==> src/rtl/typecm_tx_seq_if.sv <==
// Control/handshake bundle for the packet-type sequencer.
// master: control logic plus typecm_tx side; slave: the sequencer itself.
interface typecm_tx_seq_if #(
  parameter int DEPTH = 8,
  parameter int GAP_W = 8,
  parameter int CNT_W = 16
);
  localparam int AW = $clog2(DEPTH);

  logic             wr_en;
  logic [AW-1:0]    wr_addr;
  logic [3:0]       wr_btype;
  logic [AW:0]      seq_len;
  logic [GAP_W-1:0] gap;
  logic             loop;
  logic             start;
  logic             abort;
  logic             fs;
  logic             fd;
  logic [3:0]       btype;
  logic             busy;
  logic             done;
  logic             err_timeout;
  logic [CNT_W-1:0] pkt_cnt;

  modport master (
    output wr_en, wr_addr, wr_btype, seq_len, gap, loop, start, abort, fd,
    input  fs, btype, busy, done, err_timeout, pkt_cnt
  );

  modport slave (
    input  wr_en, wr_addr, wr_btype, seq_len, gap, loop, start, abort, fd,
    output fs, btype, busy, done, err_timeout, pkt_cnt
  );
endinterface

==> src/rtl/typecm_tx_seq.sv <==
// Programmable packet-type sequencer driving typecm_tx via fs/fd.
// Plays table entries in order, skipping BAG_INIT, with gap, loop, abort
// and fd timeout.
module typecm_tx_seq #(
  parameter int DEPTH   = 8,
  parameter int GAP_W   = 8,
  parameter int TIMEOUT = 1023,
  parameter int CNT_W   = 16
) (
  input  logic              clk,
  input  logic              rst,
  typecm_tx_seq_if.slave    bus
);
  localparam int AW = $clog2(DEPTH);
  localparam int TW = $clog2(TIMEOUT + 1);

  localparam logic [2:0] S_IDLE = 3'd0;
  localparam logic [2:0] S_LOAD = 3'd1;
  localparam logic [2:0] S_SEND = 3'd2;
  localparam logic [2:0] S_GAP  = 3'd3;
  localparam logic [2:0] S_DONE = 3'd4;

  localparam logic [3:0]  BAG_INIT = 4'b0000;
  localparam logic [AW:0] LEN_MAX  = (AW + 1)'(DEPTH);

  logic [2:0]       r_state;
  logic [3:0]       r_table [DEPTH];
  logic [AW-1:0]    r_idx;
  logic [AW:0]      r_len;
  logic [AW:0]      r_skip;
  logic [GAP_W-1:0] r_gap;
  logic [GAP_W-1:0] r_gap_cnt;
  logic             r_loop;
  logic             r_abort;
  logic             r_turn;
  logic [TW-1:0]    r_to_cnt;
  logic [3:0]       r_btype;
  logic             r_done;
  logic             r_err;
  logic [CNT_W-1:0] r_cnt;

  logic [AW:0]      w_len_clamp;
  logic [3:0]       w_entry;
  logic             w_last;
  logic [AW-1:0]    w_idx_next;
  logic             w_to_hit;

  assign w_len_clamp = (bus.seq_len > LEN_MAX) ? LEN_MAX : bus.seq_len;
  assign w_entry     = r_table[r_idx];
  assign w_last      = ({1'b0, r_idx} == (r_len - 1'b1));
  assign w_idx_next  = w_last ? '0 : r_idx + 1'b1;
  assign w_to_hit    = (r_to_cnt == TW'(TIMEOUT - 1));

  assign bus.fs          = (r_state == S_SEND);
  assign bus.busy        = (r_state != S_IDLE);
  assign bus.btype       = r_btype;
  assign bus.done        = r_done;
  assign bus.err_timeout = r_err;
  assign bus.pkt_cnt     = r_cnt;

  // Table: cleared on reset, writable only while idle.
  always_ff @(posedge clk) begin
    if (rst) begin
      for (int unsigned i = 0; i < DEPTH; i++) r_table[i] <= BAG_INIT;
    end else if ((r_state == S_IDLE) && bus.wr_en) begin
      r_table[bus.wr_addr] <= bus.wr_btype;
    end
  end

  // Sequencer FSM with counters and status flags.
  always_ff @(posedge clk) begin
    if (rst) begin
      r_state   <= S_IDLE;
      r_idx     <= '0;
      r_len     <= '0;
      r_skip    <= '0;
      r_gap     <= '0;
      r_gap_cnt <= '0;
      r_loop    <= 1'b0;
      r_abort   <= 1'b0;
      r_turn    <= 1'b0;
      r_to_cnt  <= '0;
      r_btype   <= BAG_INIT;
      r_done    <= 1'b0;
      r_err     <= 1'b0;
      r_cnt     <= '0;
    end else begin
      r_done <= (r_state == S_DONE);
      case (r_state)
        S_IDLE: begin
          if (bus.start) begin
            r_idx   <= '0;
            r_cnt   <= '0;
            r_err   <= 1'b0;
            r_len   <= w_len_clamp;
            r_gap   <= bus.gap;
            r_loop  <= bus.loop;
            r_abort <= 1'b0;
            r_skip  <= '0;
            r_turn  <= 1'b0;
            r_state <= (w_len_clamp == '0) ? S_DONE : S_LOAD;
          end
        end
        S_LOAD: begin
          // After a packet, LOAD spends one turnaround cycle before its first
          // read so that fs re-rises gap+2 cycles after fd.
          if (bus.abort) begin
            r_state <= S_DONE;
          end else if (r_turn) begin
            r_turn <= 1'b0;
          end else if (w_entry == BAG_INIT) begin
            // A full pass of consecutive skips ends the run even when looping.
            if ((w_last && !r_loop) || (r_skip == (r_len - 1'b1))) begin
              r_state <= S_DONE;
            end else begin
              r_idx  <= w_idx_next;
              r_skip <= r_skip + 1'b1;
            end
          end else begin
            r_btype  <= w_entry;
            r_to_cnt <= '0;
            r_skip   <= '0;
            r_state  <= S_SEND;
          end
        end
        S_SEND: begin
          if (bus.abort) r_abort <= 1'b1;
          if (bus.fd) begin
            if (r_cnt != '1) r_cnt <= r_cnt + 1'b1;
            r_idx <= w_idx_next;
            if ((w_last && !r_loop) || r_abort || bus.abort) begin
              r_state <= S_DONE;
            end else if (r_gap == '0) begin
              r_state <= S_LOAD;
              r_turn  <= 1'b1;
            end else begin
              r_state   <= S_GAP;
              r_gap_cnt <= r_gap - 1'b1;
            end
          end else if (w_to_hit) begin
            r_err   <= 1'b1;
            r_state <= S_DONE;
          end else begin
            r_to_cnt <= r_to_cnt + 1'b1;
          end
        end
        S_GAP: begin
          if (bus.abort) begin
            r_state <= S_DONE;
          end else if (r_gap_cnt == '0) begin
            r_state <= S_LOAD;
            r_turn  <= 1'b1;
          end else begin
            r_gap_cnt <= r_gap_cnt - 1'b1;
          end
        end
        S_DONE: begin
          r_btype <= BAG_INIT;
          r_state <= S_IDLE;
        end
        default: r_state <= S_IDLE;
      endcase
    end
  end
endmodule
==> src/flat_wrapper.sv <==
// flat-port wrapper written by rule: the top's interface ports become plain ports
module typecm_tx_seq_flat 
#(
  parameter int DEPTH   = 8,
  parameter int GAP_W   = 8,
  parameter int TIMEOUT = 1023,
  parameter int CNT_W   = 16
)
  (clk, rst, bus_wr_en, bus_wr_addr, bus_wr_btype, bus_seq_len, bus_gap, bus_loop, bus_start, bus_abort, bus_fd, bus_fs, bus_btype, bus_busy, bus_done, bus_err_timeout, bus_pkt_cnt);
  typecm_tx_seq_if #(.DEPTH(DEPTH), .GAP_W(GAP_W), .CNT_W(CNT_W)) bus_i ();
  input  logic clk;
  input  logic rst;
  input wire logic [$bits(bus_i.wr_en)-1:0] bus_wr_en;
  input wire logic [$bits(bus_i.wr_addr)-1:0] bus_wr_addr;
  input wire logic [$bits(bus_i.wr_btype)-1:0] bus_wr_btype;
  input wire logic [$bits(bus_i.seq_len)-1:0] bus_seq_len;
  input wire logic [$bits(bus_i.gap)-1:0] bus_gap;
  input wire logic [$bits(bus_i.loop)-1:0] bus_loop;
  input wire logic [$bits(bus_i.start)-1:0] bus_start;
  input wire logic [$bits(bus_i.abort)-1:0] bus_abort;
  input wire logic [$bits(bus_i.fd)-1:0] bus_fd;
  output wire logic [$bits(bus_i.fs)-1:0] bus_fs;
  output wire logic [$bits(bus_i.btype)-1:0] bus_btype;
  output wire logic [$bits(bus_i.busy)-1:0] bus_busy;
  output wire logic [$bits(bus_i.done)-1:0] bus_done;
  output wire logic [$bits(bus_i.err_timeout)-1:0] bus_err_timeout;
  output wire logic [$bits(bus_i.pkt_cnt)-1:0] bus_pkt_cnt;
  assign bus_i.wr_en = bus_wr_en;
  assign bus_i.wr_addr = bus_wr_addr;
  assign bus_i.wr_btype = bus_wr_btype;
  assign bus_i.seq_len = bus_seq_len;
  assign bus_i.gap = bus_gap;
  assign bus_i.loop = bus_loop;
  assign bus_i.start = bus_start;
  assign bus_i.abort = bus_abort;
  assign bus_i.fd = bus_fd;
  assign bus_fs = bus_i.fs;
  assign bus_btype = bus_i.btype;
  assign bus_busy = bus_i.busy;
  assign bus_done = bus_i.done;
  assign bus_err_timeout = bus_i.err_timeout;
  assign bus_pkt_cnt = bus_i.pkt_cnt;
  typecm_tx_seq #(.DEPTH(DEPTH), .GAP_W(GAP_W), .TIMEOUT(TIMEOUT), .CNT_W(CNT_W)) u_core (.clk(clk), .rst(rst), .bus(bus_i));
endmodule
==> config.mk <==
export PLATFORM = sky130hd
export DESIGN_NAME = typecm_tx_seq_flat
export DESIGN_NICKNAME = d
export VERILOG_FILES = /design/src/rtl/typecm_tx_seq_if.sv /design/src/rtl/typecm_tx_seq.sv /design/src/flat_wrapper.sv
export SDC_FILE = /design/constraint.sdc
export NUM_CORES = 1
export LEC_CHECK = 0
export BUFFER_PORTS_ARGS = -buffer_cell sky130_fd_sc_hd__buf_2
export CORE_ASPECT_RATIO = 0.9
export CORE_UTILIZATION = 30
export CTS_CLUSTER_DIAMETER = 150
export DETAILED_ROUTE_END_ITERATION = 16
export PLACE_DENSITY = 0.58
export SYNTH_ARGS = -nofsm -noshare
export SYNTH_HDL_FRONTEND = slang
export SYNTH_SLANG_ARGS = --single-unit
==> constraint.sdc <==
create_clock -name clk -period 7.36 [get_ports clk]
set_input_delay 0.736 -clock clk [delete_from_list [all_inputs] [get_ports clk]]
set_output_delay 0.736 -clock clk [all_outputs]
set_load 0.005 [all_outputs]
After elaboration in Yosys (flattened, before gate mapping)

Memory sizes are Yosys's and may differ from the RTL's. A register that Yosys moved wholly into a read port is not among the register bits.
Cells that the tools add are included.

Register bits after elaboration: 65
Latch bits: 0
RAM bits: 32
ROM bits: 0
Input port bits: 26
Output and inout port bits: 24
Word-level logic and storage cells: 156
Memories kept: 1

Add/sub/neg operators: 7
Multiply operators: 0
Divide/modulo/power cells: 0
Order comparisons: 1
Equal/unequal tests: 31
Shift-type cells: 0
Muxes and demuxes: 71
Bitwise operators: 0
Reductions and logical operators: 31

Memory list:

| memory         | depth | bits a word | rd ports | clocked after memory_dff | wr ports | line                | text |
|---|---|---|---|---|---|---|---|
| u_core.r_table | 8     | 4           | 1        | 1                        | 8        | typecm_tx_seq.sv:27 | `logic [3:0] r_table [DEPTH];` |

Operator list:

| kind                                                   | number |
|---|---|
| two-way mux 3 bit                                      | 21 |
| two-way mux 10 bit                                     | 5 |
| two-way mux 16 bit                                     | 3 |
| two-way mux 4 bit                                      | 10 |
| two-way mux 8 bit                                      | 5 |
| one-hot mux 16 bit (2 select lines)                    | 1 |
| inequality test 2 bit (second input constant)          | 13 |
| one-hot mux 10 bit (2 select lines)                    | 1 |
| adder 16 x 1 -> 16 bit (second input constant)         | 1 |
| zero test 8 bit                                        | 2 |
| two-way mux 1 bit                                      | 16 |
| inequality test 16 bit (second input constant)         | 1 |
| one-hot mux 4 bit (2 select lines)                     | 2 |
| one-hot mux 8 bit (2 select lines)                     | 1 |
| subtractor 8 x 1 -> 8 bit (second input constant)      | 2 |
| one-hot mux 3 bit (4 select lines)                     | 1 |
| AND reduction 4 bit                                    | 3 |
| AND reduction 6 bit                                    | 2 |
| adder 10 x 1 -> 10 bit (second input constant)         | 1 |
| equality test 10 bit (second input constant)           | 1 |
| inequality test 2 x 1 -> 1 bit (second input constant) | 5 |
| AND reduction 5 bit                                    | 2 |
| nonzero test 2 bit                                     | 5 |
| one-hot mux 3 bit (3 select lines)                     | 1 |
| other kinds (27)                                       | 36 |

Logic depth before layout (Yosys ltp)

Gate-level depths: netlist (run 1).

Depth after elaboration: 11
Gate-level depth with buffers: 11
Mapped depth without buffers: 9

Least setup slack after synthesis (run 1)

Ideal clock, no wire load.

Path kind: reg2reg
Start point: register u_core.r_len[0]
End point: register u_core.r_gap_cnt[6]
Setup time: 120 ps
Arrival time: 2222 ps
Data required time: 7240 ps
Setup slack: 5018 ps
Stages on the path, launching flop included: 11
Buffers on the path: 1
Period minus slack after synthesis: 2342 ps
Cells stage by stage: dfxtp_1 buf_6 inv_1 ha_1 xnor2_1 or3_1 o21ai_0 a21oi_1 and2_1 and3_1 o31a_1

Longest elaborated chain between the ends: 7

Ends and longest elaborated chain:

| element                                | line                 | text |
|---|---|---|
| from (decl)                            | typecm_tx_seq.sv:29  | `logic [AW:0] r_len;` |
| from (signal assigned)                 | typecm_tx_seq.sv:95  | `r_len <= w_len_clamp;` |
| subtractor 4 x 1 -> 4 bit              | typecm_tx_seq.sv:50  | `assign w_last = ({1'b0, r_idx} == (r_len - 1'b1));` |
| equality test 3 x 4 -> 1 bit           | typecm_tx_seq.sv:50  |  |
| logical AND 1 bit                      | typecm_tx_seq.sv:131 | `if ((w_last && !r_loop) \|\| r_abort \|\| bus.abort) begin` |
| logical OR 1 bit (2 in series)         | typecm_tx_seq.sv:131 |  |
| inequality test 2 bit (no source line) | --                   |  |
| AND reduction 6 bit (no source line)   | --                   |  |
| to (signal assigned)                   | typecm_tx_seq.sv:138 | `r_gap_cnt <= r_gap - 1'b1;` |
| to (signal assigned)                   | typecm_tx_seq.sv:154 | `r_gap_cnt <= r_gap_cnt - 1'b1;` |
| to (decl)                              | typecm_tx_seq.sv:32  | `logic [GAP_W-1:0] r_gap_cnt;` |

Every way passes these cells.
A chain may end at the register's enable or synchronous reset.

Worst setup path in the final report (run 1)

Start point: register u_core.r_state[1]
End point: register u_core.r_state[1]

Longest elaborated chain between the ends: 3
Elaborated cells on any way between the ends: 11
Classes of those cells: 8 x eq/ne; 1 x mux; 2 x reduce/logical

Ends and longest elaborated chain:

| element                                                        | line                 | text |
|---|---|---|
| from (decl)                                                    | typecm_tx_seq.sv:26  | `logic [2:0] r_state;` |
| from (signal assigned)                                         | typecm_tx_seq.sv:101 | `r_state <= (w_len_clamp == '0) ? S_DONE : S_LOAD;` |
| equality test 3 x 1 -> 1 bit (tied with other cells)           | typecm_tx_seq.sv:89  | `case (r_state)` |
| inequality test 4 bit (no source line) (tied with other cells) | --                   |  |
| AND reduction 5 bit (no source line)                           | --                   |  |

Several ways; a longest one is shown, not always the timed one.

==> results of run 1 <==
state kept, by name (all words and copies together) (netlist names), named ones only:
name                    cells
u_core.r_gap                8
u_core.bus.pkt_cnt         16
u_core.r_gap_cnt            8
u_core.bus.err_timeout      1
u_core.r_table             32
u_core.bus.done             1
u_core.r_skip               4
u_core.bus.btype            4
u_core.r_len                4
u_core.r_to_cnt            10
u_core.r_state              3
u_core.r_turn               1
u_core.r_abort              1
u_core.r_idx                3
u_core.r_loop               1
report_power, final:
group	total [mW]	internal (mW)	switching, mW
logic	0.488	0.202	0.287
clock network	0.493	0.294	0.199
registers	0.717	0.632	0.0850
total	1.70	1.13	0.570
logic make-up after synthesis:
kind of cell,share of synthesized area
AND/OR/NAND/NOR,0.264
AO/OA/AOI/OAI,0.133
flip-flops,0.437
buffers and inverters,0.0407
XOR/XNOR,0.0525
multiplexers,0.0565
adder cells (fa/ha/maj),0.0165
placed cells by master, fill, tap and decap left out, drive strengths merged, types with 4 or more instances in the layout:
| cell type | instances |
|---|---|
| and4 | 5 |
| a311oi | 4 |
| or2 | 6 |
| mux4 | 8 |
| ha | 7 |
| a21oi | 29 |
| dfxtp | 68 |
| nand2 | 63 |
| nor3 | 16 |
| o21ai | 22 |
| o31ai | 6 |
| inv | 17 |
| and2 | 36 |
| clkbuf | 10 |
| and3 | 5 |
| mux2i | 12 |
| a31oi | 4 |
| or4 | 6 |
| nor4 | 6 |
| xor2 | 18 |
| nand4 | 14 |
| nand2b | 8 |
| edfxtp | 32 |
| nand3b | 6 |
| nand3 | 18 |
| xnor2 | 6 |
| buf | 49 |
| nor2 | 60 |
per-stage QoR:
stage,utilization,worst slack [ps]
2_1_floorplan,-,5020
3_3_place_gp,0.333,4200
3_5_place_dp,0.333,4110
4_1_cts,0.351,4370
5_1_grt,0.351,4020
6_report,0.351,4340
layout make-up:
| type | count | area share |
|---|---|---|
| multi-input cells | 415 | 0.462 |
| flip-flops and latches | 100 | 0.386 |
| well taps | 235 | 0.0489 |
| repair buffers | 49 | 0.0408 |
| clock buffers | 10 | 0.0381 |
| clock inverters | 6 | 0.0131 |
| inverters | 18 | 0.0112 |
critical path, delay by kind of cell (launching register included):
kind,cells,cell delay [ps]
and+or+nand+nor,3,920
AOI/OAI and AO/OA,4,1510
DFF,1,540
worst max path at each step:
stage / startpoint / endpoint / slack [ps] / cells past startpoint
2_1_floorplan: u_core.r_len[0]$_SDFFE_PP0P_ / u_core.r_gap_cnt[6]$_SDFFE_PP0P_ / 5020 / 10
3_3_place_gp: rst / u_core.r_table[0][0]$_SDFFCE_PN0P_ / 4200 / 5
3_5_place_dp: rst / u_core.r_table[0][0]$_SDFFCE_PN0P_ / 4110 / 5
4_1_cts: u_core.r_state[1]$_SDFFE_PP0P_ / u_core.r_state[1]$_SDFFE_PP0P_ / 4370 / 7
5_1_grt: u_core.r_state[1]$_SDFFE_PP0P_ / u_core.r_gap_cnt[7]$_SDFFE_PP0P_ / 4020 / 7
6_report: u_core.r_state[1]$_SDFFE_PP0P_ / u_core.r_state[1]$_SDFFE_PP0P_ / 4340 / 7
metal layers:
metal,wire length (µm),vias to the layer above,global-route usage
met5,0,-,0
met4,149,0,0.0474
met3,457,9,0.0321
met2,5910,82,0.237
met1,5850,2031,0.181
li1,-,2084,-
==> results.json, run 1 <==
{
  "dpl-instance-area_um2": 5710,
  "synth_seq_cells": 100,
  "die_area_um2": 18300,
  "synth_edf_count": 32,
  "wl_per_cell_um": 14.8,
  "initial_utilization": 0.311,
  "synth_area_leader_cell": "dfxtp_1",
  "synth_cells": 555,
  "reg2reg_depth": 7,
  "r2r_slack_ps": 4340,
  "cts.sinks": 100,
  "reg2reg_to": "u_core.r_state[1]$_SDFFE_PP0P_",
  "ant_nets": 0,
  "fin_area_um2": 6020,
  "worstPathRequired_ps": 7650,
  "crit_chain": "nand3b_1, a21oi_1, o21ba_2, a21oi_1, and2_1, nand3b_1, o2111a_1",
  "synthArstFlopShare": 0,
  "critPathLaunchType": "flop",
  "ys_seq_area_frac": 0.437,
  "synth_cell_types": 79,
  "io_buffers": 49,
  "grt_pass1_vias": 4070,
  "hold_viol": 0,
  "cp_max_fo": 15,
  "antenna_found_initial": 0,
  "r2r_start": "u_core.r_state[1]$_SDFFE_PP0P_",
  "drt-total-wl_um": 12400,
  "cts_resized": 0,
  "chipHeight_um": 128,
  "whs_ps": 472,
  "fin_nets": 626,
  "first_iter_violations": 228,
  "critPathKind": "flop to flop",
  "leakage_nw": 2.22,
  "finalMaxSlewViolations": 0,
  "grt_overflow_total": 0,
  "synth_most_common_cell": "dfxtp_1",
  "fill_cells": 1741,
  "grt_max_degree": 38,
  "status": "finished clean",
  "setup_viol": 0,
  "vias_per_cell": 5.05,
  "clkLatencyLatePin_ps": 340,
  "dp_cells": 817,
  "clkTransAtPathRegs_ps": 70,
  "clockRootBuffer": "clkbuf_16",
  "cts_hold_buf": 0,
  "first_pass_iters": 4,
  "synth_flop_cell": "dfxtp_1",
  "grt_pass1_wl_um": 20300,
  "worstSetupEndpointType": "flop",
  "area_delta_synth_final_pct": 13.1,
  "synth_nets": 588,
  "synth_common_cells": "dfxtp_1 (68), nand2_1 (62), nor2_1 (60), and2_1 (35), edfxtp_1 (32)",
  "multi_input_area_um2": 2780,
  "hpwl_um": 9190,
  "hp-class": "flop to flop",
  "max_freq_mhz": 331,
  "p_per_area_nw_per_um2": 282,
  "syn_area_um2": 5320,
  "stdcell_count": 833,
  "die_x_um": 142,
  "worstPathArrival_ps": 3310,
  "min_period_ps": 3020,
  "power_mw": 1.70,
  "drc": 0,
  "rows": 45,
  "seq_area_um2": 2320,
  "worstHoldStart": "u_core.bus.btype[1]$_SDFFE_PP0P_",
  "numCtsBuffers": 9,
  "slew_headroom": 0.286,
  "hold_depth": 2,
  "rsz0062_at_grt": "no",
  "vias": 4206,
  "critical_path.max_stage_delay_ps": 820,
  "drive_above_1_share": 0.159,
  "cts_setup_buffers": 0,
  "final.period_utilization": 0.410,
  "yosysWarnings": 0,
  "cts_tree": "yes",
  "timing.max_cap.violations": 0,
  "antenna_cells": 0,
  "holdPathEnd": "u_core.bus.btype[1]$_SDFFE_PP0P_",
  "irDropWorstVdd_v": 0.0000982,
  "core_um2": 17100,
  "tns_ps": 0,
  "ys_top_cells_by_area": "dfxtp_1 (26%), edfxtp_1 (18%), nand2_1 (4.4%), nor2_1 (4.2%), and2_1 (4.1%)",
  "h-tree-depth": 3,
  "worst_pin_slew_ps": 1070,
  "synth_top_area_share": 0.256,
  "num_io_pins": 50,
  "clock_skew_ps": 7.77,
  "place_congestion": 0.882,
  "clock_path_buffers": 2,
  "grt_usage": 0.142,
  "syn_area_per_cell_um2": 9.58,
  "critical-path-slowest-cell": "a21oi_1"
}
Note: power is estimated with default switching activity, not from simulation.
==> run 2: changes to the inputs <==
ABC_AREA = 1   (was default)
clock period = 2.8 ns   (was 7.36 ns; I/O delays follow)
==> run 2 against run 1 <==
Compared with the run above: power grew to 2.8 times the previous value; final area up 1.7%; sequential share of layout area shrank 0.66 points; largest power group unchanged; critical path type unchanged; clock power grew 140%; highest routed layer unchanged.
==> results.json, run 2 <==
{
  "clock_skew_ps": 11.4,
  "clock_path_buffers": 2,
  "grt_max_degree": 29,
  "grt_pass1_wl_um": 21600,
  "status": "finished clean",
  "grt_overflow_total": 0,
  "critical-path-slowest-cell": "dfxtp_1",
  "path_delay_family": "simple AND/OR/NAND/NOR gates",
  "cp_max_fo": 13,
  "switching_share": 0.384,
  "synth_fa_ha_area_frac": 0.0164,
  "yosysWarnings": 0,
  "synthSimpleGateAreaFrac": 0.316,
  "clkLatencyLatePin_ps": 350,
  "setup_viol": 0,
  "cts.sinks": 100,
  "hpwl_um": 9590,
  "ys_seq_area_frac": 0.434,
  "synth_nets": 779,
  "ys_top_cells_by_area": "dfxtp_1 (25%), edfxtp_1 (18%), nand2_1 (11%), nor2_1 (8.8%), inv_1 (6.9%)",
  "final_common_cell": "nand2_1",
  "synth_common_cells": "nand2_1 (162), nor2_1 (126), inv_1 (99), dfxtp_1 (68), nand3_1 (55)",
  "syn_area_per_cell_um2": 7.17,
  "p_int_mw": 2.92,
  "first_pass_iters": 5,
  "synth_cell_types": 43,
  "crit_chain": "inv_2, nor2_4, inv_1, nor2_1, nand4_1, o21ai_0, nand3_1, a21oi_1",
  "min_period_ps": 2170,
  "rows": 45,
  "dp_cells": 1018,
  "slew_headroom": 0.557,
  "hp-class": "primary input to flop",
  "io_buffers": 49,
  "die_area_um2": 18400,
  "p_per_area_nw_per_um2": 775,
  "irDropWorstVdd_v": 0.000360,
  "synth_compound_area_frac": 0.105,
  "hold_depth": 3,
  "timing.max_cap.violations": 0,
  "max_freq_mhz": 460,
  "core_um2": 17200,
  "tns_ps": 0,
  "cp.depth": 8,
  "power_frac_clock": 0.250,
  "stdcell_count": 1034,
  "antenna_found_initial": 0,
  "power_mw": 4.74,
  "place_congestion": 0.841,
  "switchingPower_mw": 1.82,
  "drive_above_1_share": 0.131,
  "numCtsBuffers": 9,
  "synth_edf_count": 32,
  "vias_per_cell": 4.59,
  "cts_tree": "yes",
  "synth_xor_area_frac": 0.0327,
  "cts_setup_buffers": 0,
  "initial_utilization": 0.311,
  "top_register": "u_core.r_table",
  "drt-total-wl_um": 12700,
  "drc": 0,
  "critPathBufInv": 2,
  "leakage_nw": 2.67,
  "chipHeight_um": 129,
  "vias": 4746,
  "area_delta_synth_final_pct": 14.4,
  "synthArstFlopShare": 0,
  "final.period_utilization": 0.776,
  "ant_nets": 0,
  "critical_path.max_stage_delay_ps": 490,
  "final_cell_mix": "nand2_1 (162), nor2_1 (126), inv_1 (99)",
  "reg2reg_depth": 8,
  "critPathLaunchType": "flop",
  "power_frac_comb": 0.353,
  "synth_most_common_cell": "nand2_1",
  "first_iter_violations": 250,
  "grt_usage": 0.150,
  "synth_flop_cell": "dfxtp_1",
  "cts_hold_buf": 0,
  "die_x_um": 143,
  "worstSetupEndpointType": "flop",
  "synth_top_area_share": 0.255,
  "grt_pass1_vias": 4374,
  "worstPathArrival_ps": 2450,
  "synthMuxAreaShare": 0,
  "finalMaxSlewViolations": 0,
  "syn_area_um2": 5350,
  "wl_per_cell_um": 12.3,
  "synth_seq_cells": 100,
  "worst_pin_slew_ps": 660,
  "clockRootBuffer": "clkbuf_16",
  "fin_nets": 827,
  "num_io_pins": 50,
  "worstPathRequired_ps": 3080,
  "rsz0062_at_grt": "no",
  "power_frac_seq": 0.397,
  "synth_cells": 746,
  "antenna_cells": 0,
  "critPathKind": "flop to flop",
  "synth_area_leader_cell": "dfxtp_1",
  "largest_register_ffs": 32,
  "synth_top_family_by_area": "simple AND/OR/NAND/NOR gates",
  "hold_viol": 0,
  "clkTransAtPathRegs_ps": 70,
  "cts_resized": 0,
  "h-tree-depth": 3
}
run 2: cell count changes after synthesis, moves of 7 or more:
cell      previous run  this run
o21ai_0             21        28
nand3_1             16        55
a21oi_1             28        42
and2_1              35         0
o21ai_1              1         8
inv_1               17        99
mux2i_1             12         0
nor2_1              60       126
mux4_2               8         0
nand2_1             62       162
inv_2                0        10
nand2b_1             8         0
run 2: worst paths after layout:
kind / startpoint / endpoint / slack, ps
worst max-delay path: u_core.r_state[1]$_SDFFE_PP0P_ / u_core.r_state[1]$_SDFFE_PP0P_ / 630
worst min-delay path: bus_seq_len[2] / u_core.r_len[2]$_SDFFE_PP0P_ / 190
worst max register to register: u_core.r_state[1]$_SDFFE_PP0P_ / u_core.r_state[1]$_SDFFE_PP0P_ / 630
worst min register to register: u_core.bus.btype[1]$_SDFFE_PP0P_ / u_core.bus.btype[1]$_SDFFE_PP0P_ / 460
run 2: layout make-up:
type / instances / area (µm²)
repair buffers: 55 / 290
inverters: 111 / 419
well taps: 235 / 294
multi-input cells: 517 / 2510
flip-flops and latches: 100 / 2320
clock inverters: 4 / 21.3
clock buffers: 12 / 258
fillers: 1873 / 11100
run 2: power groups by stage:
stage               Sequential (mW)  Clock, mW  Combinational [mW]
global placement               1.91          0                1.66
CTS                            1.88       1.23                1.67
detailed placement             1.91          0                1.66
finish                         1.88       1.19                1.67
floorplan                      1.85          0                1.35
global route                   1.92       1.28                1.94
run 2: stage by stage:
stage	cell area [µm²]	utilization	hold slack [ps]	setup slack [ps]
after floorplan	5350	-	419	1040
after global placement	5840	0.340	450	518
after detailed placement	5840	0.340	455	646
after CTS	6120	0.356	177	621
after global routing	6120	0.356	210	406
final	6120	0.356	191	627
run 2: worst register-to-register path, cell delays in order (launching register included):
cell and delay, ps:
dfxtp_1 490, inv_2 110, nor2_4 350, inv_1 320
nor2_1 280, nand4_1 150, o21ai_0 130, nand3_1 120
a21oi_1 170
run 2: kinds of logic after synthesis:
| group | after synthesis |
|---|---|
| xor+xnor | 20 |
| compound gates | 99 |
| buf+inv | 129 |
| flops | 100 |
| simple gates | 391 |
| fa+ha+maj | 7 |
run 2: routing by layer:
layer	GRT usage	vias up	share of wire
met1	0.215	2147	0.53
li1	-	2497	-
met2	0.221	91	0.41
met3	0.0220	11	0.039
met4	0.0645	0	0.015
met5	0	-	0
